### config.mk
export PLATFORM = sky130hd
export DESIGN_NAME = seq_div_flat
export DESIGN_NICKNAME = d
export VERILOG_FILES = /design/src/rtl/seq_div_if.sv /design/src/rtl/seq_div.sv /design/src/flat_wrapper.sv
export SDC_FILE = /design/constraint.sdc
export NUM_CORES = 1
export LEC_CHECK = 0
export BUFFER_PORTS_ARGS = -buffer_cell sky130_fd_sc_hd__clkbuf_2
export CAP_MARGIN = 40
export CORE_MARGIN = 3
export CORE_UTILIZATION = 45
export CTS_CLUSTER_SIZE = 28
export DETAILED_ROUTE_END_ITERATION = 10
export PLACE_DENSITY_LB_ADDON = 0.08
export SYNTH_ARGS = -nofsm -noshare
export SYNTH_HDL_FRONTEND = slang
export SYNTH_SLANG_ARGS = --single-unit
### constraint.sdc
create_clock -name clk -period 4.45 [get_ports clk]
set_input_delay 0.89 -clock clk [delete_from_list [all_inputs] [get_ports clk]]
set_output_delay 0.89 -clock clk [all_outputs]
set_load 0.02 [all_outputs]
### src/rtl/seq_div_if.sv
`timescale 1ns/1ps
`default_nettype none
// ============================================================================
// Module   : seq_div_if
// Purpose  : Request/result bundle for the iterative divider.
//            The master (ALU decode or testbench) drives the operands and the
//            start request. The slave (seq_div) returns the registered
//            quotient/remainder and its status flags.
// Signals  : start  - request, sampled by the divider only while idle
//            a      - dividend
//            b      - divisor
//            ctrl   - mode; only ctrl[1:0] is meaningful
//            lower  - quotient (LO)
//            higher - remainder (HI)
//            busy   - operation in flight
//            done   - one-cycle pulse when lower/higher/dbz update
//            dbz    - last result was a divide by zero
// Revision : 1.0 - initial release
// ============================================================================
interface seq_div_if #(
  parameter int WIDTH = 32
);
  logic             start;
  logic [WIDTH-1:0] a;
  logic [WIDTH-1:0] b;
  logic [4:0]       ctrl;
  logic [WIDTH-1:0] lower;
  logic [WIDTH-1:0] higher;
  logic             busy;
  logic             done;
  logic             dbz;

  modport master (
    output start, a, b, ctrl,
    input  lower, higher, busy, done, dbz
  );

  modport slave (
    input  start, a, b, ctrl,
    output lower, higher, busy, done, dbz
  );
endinterface
`default_nettype wire

### src/rtl/seq_div.sv
`timescale 1ns/1ps
`default_nettype none
// ============================================================================
// Module   : seq_div
// Purpose  : Iterative restoring divider. It resolves one quotient bit per
//            clock, MSB first, on operand magnitudes, then applies a sign
//            fix-up. The quotient is returned on lower and the remainder on
//            higher, following the LO/HI convention. Sign handling uses the
//            same ctrl[1:0] field as the shift-add multiplier:
//              00/01 signed / signed, 10 signed / unsigned,
//              11 unsigned / unsigned.
//            Latency is 33 clocks from the accepted start to the result, or
//            1 clock for a divide by zero.
// Ports    : clk   - rising-edge clock
//            rst_n - asynchronous active-low reset
//            bus   - seq_div_if slave (start/a/b/ctrl in,
//                    lower/higher/busy/done/dbz out)
// Revision : 1.0 - initial release
// ============================================================================
module seq_div #(
  parameter int WIDTH = 32
) (
  input  logic     clk,
  input  logic     rst_n,
  seq_div_if.slave bus
);

  // The iteration counter is 5 bits, so the datapath is fixed at 32 bits.
  localparam logic [4:0] c_last_iter = 5'd31;

  typedef enum logic [1:0] {
    S_IDLE = 2'd0,
    S_RUN  = 2'd1,
    S_FIX  = 2'd2
  } state_t;

  // --------------------------------------------------------------------------
  // State
  // --------------------------------------------------------------------------
  state_t           r_state;
  logic [4:0]       r_cnt;
  // r_dvd starts as |dividend|. Its MSB feeds the partial remainder each
  // cycle while the new quotient bit enters at the LSB, so after 32 cycles
  // the register holds the unsigned quotient.
  logic [WIDTH-1:0] r_dvd;
  logic [WIDTH-1:0] r_dvs;
  // The kept partial remainder is always below the divisor, so WIDTH bits
  // are enough to store it. Only the shifted trial value needs WIDTH+1 bits.
  logic [WIDTH-1:0] r_rem;
  logic             r_qneg;
  logic             r_rneg;
  logic             r_zero;

  logic [WIDTH-1:0] r_lower;
  logic [WIDTH-1:0] r_higher;
  logic             r_busy;
  logic             r_done;
  logic             r_dbz;

  // --------------------------------------------------------------------------
  // Operand decode (only used on the accepting cycle)
  // --------------------------------------------------------------------------
  logic             w_a_signed;
  logic             w_b_signed;
  logic             w_sa;
  logic             w_sb;
  logic [WIDTH-1:0] w_a_mag;
  logic [WIDTH-1:0] w_b_mag;
  logic             w_b_zero;
  logic             w_unused_ctrl;

  assign w_a_signed    = (bus.ctrl[1:0] != 2'b11);
  assign w_b_signed    = ~bus.ctrl[1];
  assign w_sa          = w_a_signed & bus.a[WIDTH-1];
  assign w_sb          = w_b_signed & bus.b[WIDTH-1];
  assign w_a_mag       = w_sa ? (~bus.a + 1'b1) : bus.a;
  assign w_b_mag       = w_sb ? (~bus.b + 1'b1) : bus.b;
  assign w_b_zero      = (bus.b == '0);
  // ctrl[4:2] belongs to the shared ALU field but has no meaning here.
  assign w_unused_ctrl = ^bus.ctrl[4:2];

  // --------------------------------------------------------------------------
  // One restoring step
  // --------------------------------------------------------------------------
  logic [WIDTH:0]   w_shift;
  logic [WIDTH:0]   w_trial;
  logic             w_keep;

  assign w_shift = {r_rem, r_dvd[WIDTH-1]};
  assign w_trial = w_shift - {1'b0, r_dvs};
  // The trial result is non-negative exactly when its top bit is clear. A
  // successful subtraction leaves a value below the divisor, and a failed
  // one wraps into [-2^WIDTH, 0), so the top bit tells the two cases apart.
  assign w_keep  = ~w_trial[WIDTH];

  // --------------------------------------------------------------------------
  // Sign fix-up
  // --------------------------------------------------------------------------
  logic [WIDTH-1:0] w_quot;
  logic [WIDTH-1:0] w_rem;

  // 0x80000000 / -1 falls out of the plain negation: -(0x80000000) wraps to
  // itself, which is the intended overflow result.
  assign w_quot = r_qneg ? (~r_dvd + 1'b1) : r_dvd;
  // On a divide by zero r_rem holds the raw dividend and r_rneg is clear, so
  // higher returns the dividend unmodified.
  assign w_rem  = r_rneg ? (~r_rem + 1'b1) : r_rem;

  // --------------------------------------------------------------------------
  // Controller and datapath registers
  // --------------------------------------------------------------------------
  always_ff @(posedge clk or negedge rst_n) begin
    if (!rst_n) begin
      r_state  <= S_IDLE;
      r_cnt    <= '0;
      r_dvd    <= '0;
      r_dvs    <= '0;
      r_rem    <= '0;
      r_qneg   <= 1'b0;
      r_rneg   <= 1'b0;
      r_zero   <= 1'b0;
      r_lower  <= '0;
      r_higher <= '0;
      r_busy   <= 1'b0;
      r_done   <= 1'b0;
      r_dbz    <= 1'b0;
    end else begin
      r_done <= 1'b0;

      case (r_state)
        S_IDLE: begin
          if (bus.start) begin
            r_busy <= 1'b1;
            r_cnt  <= '0;
            r_dvs  <= w_b_mag;
            r_qneg <= w_sa ^ w_sb;
            if (w_b_zero) begin
              // No iteration is needed. Park the raw dividend where the
              // fix-up stage picks up the remainder.
              r_zero  <= 1'b1;
              r_dvd   <= '0;
              r_rem   <= bus.a;
              r_rneg  <= 1'b0;
              r_state <= S_FIX;
            end else begin
              r_zero  <= 1'b0;
              r_dvd   <= w_a_mag;
              r_rem   <= '0;
              r_rneg  <= w_sa;
              r_state <= S_RUN;
            end
          end
        end

        S_RUN: begin
          r_dvd <= {r_dvd[WIDTH-2:0], w_keep};
          if (w_keep) begin
            r_rem <= w_trial[WIDTH-1:0];
          end else begin
            // Restore. The shifted value is below the divisor here, so its
            // top bit is zero and can be dropped.
            r_rem <= w_shift[WIDTH-1:0];
          end
          r_cnt <= r_cnt + 5'd1;
          if (r_cnt == c_last_iter) begin
            r_state <= S_FIX;
          end
        end

        S_FIX: begin
          r_lower  <= r_zero ? '1 : w_quot;
          r_higher <= w_rem;
          r_dbz    <= r_zero;
          r_done   <= 1'b1;
          r_busy   <= 1'b0;
          r_state  <= S_IDLE;
        end

        default: begin
          r_state <= S_IDLE;
          r_busy  <= 1'b0;
        end
      endcase
    end
  end

  // --------------------------------------------------------------------------
  // Outputs
  // --------------------------------------------------------------------------
  assign bus.lower  = r_lower;
  assign bus.higher = r_higher;
  assign bus.busy   = r_busy;
  assign bus.done   = r_done;
  assign bus.dbz    = r_dbz;

endmodule
`default_nettype wire

### src/flat_wrapper.sv
// flat-port wrapper written by rule: the top's interface ports become plain ports
module seq_div_flat 
#(
  parameter int WIDTH = 32
)
  (clk, rst_n, bus_start, bus_a, bus_b, bus_ctrl, bus_lower, bus_higher, bus_busy, bus_done, bus_dbz);
  seq_div_if #(.WIDTH(WIDTH)) bus_i ();
  input  logic clk;
  input  logic rst_n;
  input wire logic [$bits(bus_i.start)-1:0] bus_start;
  input wire logic [$bits(bus_i.a)-1:0] bus_a;
  input wire logic [$bits(bus_i.b)-1:0] bus_b;
  input wire logic [$bits(bus_i.ctrl)-1:0] bus_ctrl;
  output wire logic [$bits(bus_i.lower)-1:0] bus_lower;
  output wire logic [$bits(bus_i.higher)-1:0] bus_higher;
  output wire logic [$bits(bus_i.busy)-1:0] bus_busy;
  output wire logic [$bits(bus_i.done)-1:0] bus_done;
  output wire logic [$bits(bus_i.dbz)-1:0] bus_dbz;
  assign bus_i.start = bus_start;
  assign bus_i.a = bus_a;
  assign bus_i.b = bus_b;
  assign bus_i.ctrl = bus_ctrl;
  assign bus_lower = bus_i.lower;
  assign bus_higher = bus_i.higher;
  assign bus_busy = bus_i.busy;
  assign bus_done = bus_i.done;
  assign bus_dbz = bus_i.dbz;
  seq_div #(.WIDTH(WIDTH)) u_core (.clk(clk), .rst_n(rst_n), .bus(bus_i));
endmodule
==> run summary <==
outcome: completed
actual slew at the worst max-slew pin: 0.920 ns
source-to-sink clock delay at the later pin of the worst-skew pair: 0.43 ns
final estimated routing congestion in global placement: 0.889
Crit path arrival time: 4.01 ns
Inserted Clock Buffers: 17
instance count after placement with tap cells included: 1763
nets: 1569
Post-synth top flop: sky130_fd_sc_hd__dfrtp_1
clock edge transition at the registers on the reported setup and hold paths: 0.08 ns
type of element launching the critical path: register
Min-Delay Path Class: primary input to asynchronous set/reset pin
async set-reset flop share out of synthesis: 100%
area of the die: 27400 sq um
setup repair after global routing missed its margin: false
Net Count, Synth: 1455
final hold slack: 0.277 ns
syn_area_per_cell: 8.52 sq um
VDD IR-drop max: 0.000275 V
number of buffers inserted for hold repair after clock tree synthesis: 0
EDFF count, synth: 0
finished layout cell area: 13100 sq um
DPL Wire Length: 24.7 mm
# port buffers: 135
Initial Util: 46.4%
most frequent cells after synthesis: sky130_fd_sc_hd__dfrtp_1 (173), sky130_fd_sc_hd__o21ai_0 (149), sky130_fd_sc_hd__nand2_1 (145)
sinks on the clock net: 173
wire length of the first global-routing pass: 51.9 mm
final critical-path required period: 3.65 ns
Slew HR: 38.7%
number of failing setup endpoints in the final timing report: 0
number of levels in the clock H-tree: 4
Placed Instance Area: 12500 sq um
CTS tree: done
Via-to-Cell Ratio: 5.67
detailed-route wire length per cell: 18.2 um
count of placed standard cells in the final layout, fillers left out: 1795
# diodes: 0
routed via count: 10200
Ys Warns: 0
post-synthesis sequential area ratio: 37.8%
area grow syn2layout: 14.6%
Yosys top cell area share: 37.8%
drt drc: 0
number of fill cells in the layout: 2434
total detailed-routing wirelength: 32.7 mm
fraction of final layout cells sized beyond drive strength 1: 15.6%
Vert. Die Dim: 166 um
number of global-route vias before repair: 9581
most area-hungry cell type in the Yosys netlist: sky130_fd_sc_hd__dfrtp_1
crit end category: register
Syn Std Cell Area: 11500 sq um
Detailed Route Iter0 Violations: 867
number of max-capacitance violations reported: 0
num rows: 57
post-route clock skew: 0.0152 ns
setup fix buffers added after clock tree synthesis: 0
I/O Pins: 139
reg-to-reg slack, setup: 0.80 ns
Final period util: 82.0%
root buffer cell: sky130_fd_sc_hd__clkbuf_16
Crit Path Class: register to register
setup TNS: 0 ns
Pins Over Slew Limit: 0
maximum root-to-sink buffer count: 2
leakage: 5.89 nW
number of synthesized register bits: 173
pin count of the biggest net entering global routing: 85
number of cells upsized or downsized after cts: 0
worst-path maximum fanout: 14
first-pass detailed-route iteration total: 5
ANT nets after route: 0
global-route congestion overflow total: 0
overall fraction of global-route tracks in use: 24.0%
timing-limited maximum frequency: 0.274 GHz
dominant cell by count in the synthesized netlist: sky130_fd_sc_hd__dfrtp_1
WP data required: 4.82 ns
distinct cell type count of the synthesized netlist: 70
cell count after synthesis: 1344
horizontal die dimension: 166 um
initial antenna violation count: 0
PwrDens: 715 nW/um^2
Core Area: 24700 sq um
leading post-synthesis cells by cell area: sky130_fd_sc_hd__dfrtp_1 (38%), sky130_fd_sc_hd__xor2_1 (6.6%), sky130_fd_sc_hd__o21ai_0 (6.5%)
final number of hold-violating endpoints: 0
-- worst max-delay path, cell delays in order (launching register included) --
cell and delay [ns]:
sky130_fd_sc_hd__dfrtp_1 0.43, sky130_fd_sc_hd__ha_1 0.26, sky130_fd_sc_hd__fa_1 0.42, sky130_fd_sc_hd__nand2b_1 0.19
sky130_fd_sc_hd__a21oi_1 0.16, sky130_fd_sc_hd__o21a_1 0.21, sky130_fd_sc_hd__o21ai_0 0.20, sky130_fd_sc_hd__o211a_1 0.33
sky130_fd_sc_hd__o221ai_1 0.36, sky130_fd_sc_hd__nor3_1 0.13, sky130_fd_sc_hd__nor2_2 0.12, sky130_fd_sc_hd__buf_4 0.28
sky130_fd_sc_hd__mux2_2 0.38, sky130_fd_sc_hd__o21ai_1 0.11
-- sequential cells by signal, summed over array words and instances (netlist names), 2 cells and up --
signal	flops
u_core.bus.higher	32
u_core.bus.lower	32
u_core.r_cnt	5
u_core.r_dvd	32
u_core.r_dvs	32
u_core.r_rem	32
u_core.r_state	2
-- layout by cell type, fill, tap and decap left out, types with 12 or more instances in the layout --
master,synthesis,layout
sky130_fd_sc_hd__a21oi_1,94,94
sky130_fd_sc_hd__a221oi_1,25,25
sky130_fd_sc_hd__a22oi_1,19,19
sky130_fd_sc_hd__buf_4,3,26
sky130_fd_sc_hd__clkbuf_16,0,17
sky130_fd_sc_hd__clkbuf_2,0,134
sky130_fd_sc_hd__dfrtp_1,173,173
sky130_fd_sc_hd__ha_1,38,38
sky130_fd_sc_hd__inv_1,52,52
sky130_fd_sc_hd__mux2i_1,26,26
sky130_fd_sc_hd__nand2_1,145,144
sky130_fd_sc_hd__nand2b_1,19,18
sky130_fd_sc_hd__nand3_1,19,19
sky130_fd_sc_hd__nor2_1,141,138
sky130_fd_sc_hd__nor3_1,19,19
sky130_fd_sc_hd__o21ai_0,149,149
sky130_fd_sc_hd__o31ai_1,27,27
sky130_fd_sc_hd__o41ai_1,12,12
sky130_fd_sc_hd__or3_1,12,12
sky130_fd_sc_hd__or4_1,13,13
sky130_fd_sc_hd__xnor2_1,62,62
sky130_fd_sc_hd__xor2_1,86,86
-- area by class of cell --
cell class | count | area (sq um) | area share, %
sequential | 173 | 4330 | 33.0
clock inverter | 14 | 151 | 1.15
multi-input combinational | 1047 | 6630 | 50.5
tap | 324 | 405 | 3.09
clock buffer | 18 | 429 | 3.27
inverter | 53 | 199 | 1.52
timing repair buffer | 166 | 982 | 7.48
-- power breakdown --
group | leakage, nW | internal, W | switching (W)
registers | 2.18 | 0.00204 | 0.000675
clock network | 0.276 | 0.000795 | 0.000716
logic | 3.44 | 0.00219 | 0.00297
total | 5.89 | 0.00503 | 0.00436
-- routing by layer --
layer / routed length, um / global-route usage, %
met4: 356 / 4.76
met3: 1770 / 3.64
met2: 14700 / 37.6
met5: 0 / 0
met1: 15900 / 35.3
-- cell families after synthesis --
logic type	after synthesis	synth area share, %
AO/OA/AOI/OAI	406	22.1
buffers and inverters	124	4.46
XOR/XNOR	148	11.3
flip-flops	173	37.8
multiplexers	28	2.47
adder cells (fa/ha/maj)	39	4.33
AND/OR/NAND/NOR	426	17.5
-- worst paths after layout --
check / startpoint / to / depth (start not counted)
setup reg to reg: u_core.r_dvs[0] / u_core.r_rem[0] / 13
max in group asynchronous: rst_n / u_core.r_dvs[22] / 3
hold / removal: rst_n / u_core.bus.higher[10] / 1
hold reg to reg: u_core.bus.lower[0] / u_core.bus.lower[0] / 2
setup / recovery: u_core.r_dvs[0] / u_core.r_rem[0] / 13
min in group clk: u_core.bus.lower[0] / u_core.bus.lower[0] / 2
-- through the flow --
step / power, W / util, % / worst slack (ns)
after global placement: 0.00774 / 50.4 / 0.569
after floorplan: 0.00646 / - / 0.962
after detailed placement: 0.00786 / 50.8 / 0.556
final: 0.00938 / 53.2 / 0.803
after global routing: 0.0102 / 53.2 / 0.579
after CTS: 0.00940 / 53.2 / 0.837
No activity file was read; power rests on OpenSTA's default activity.
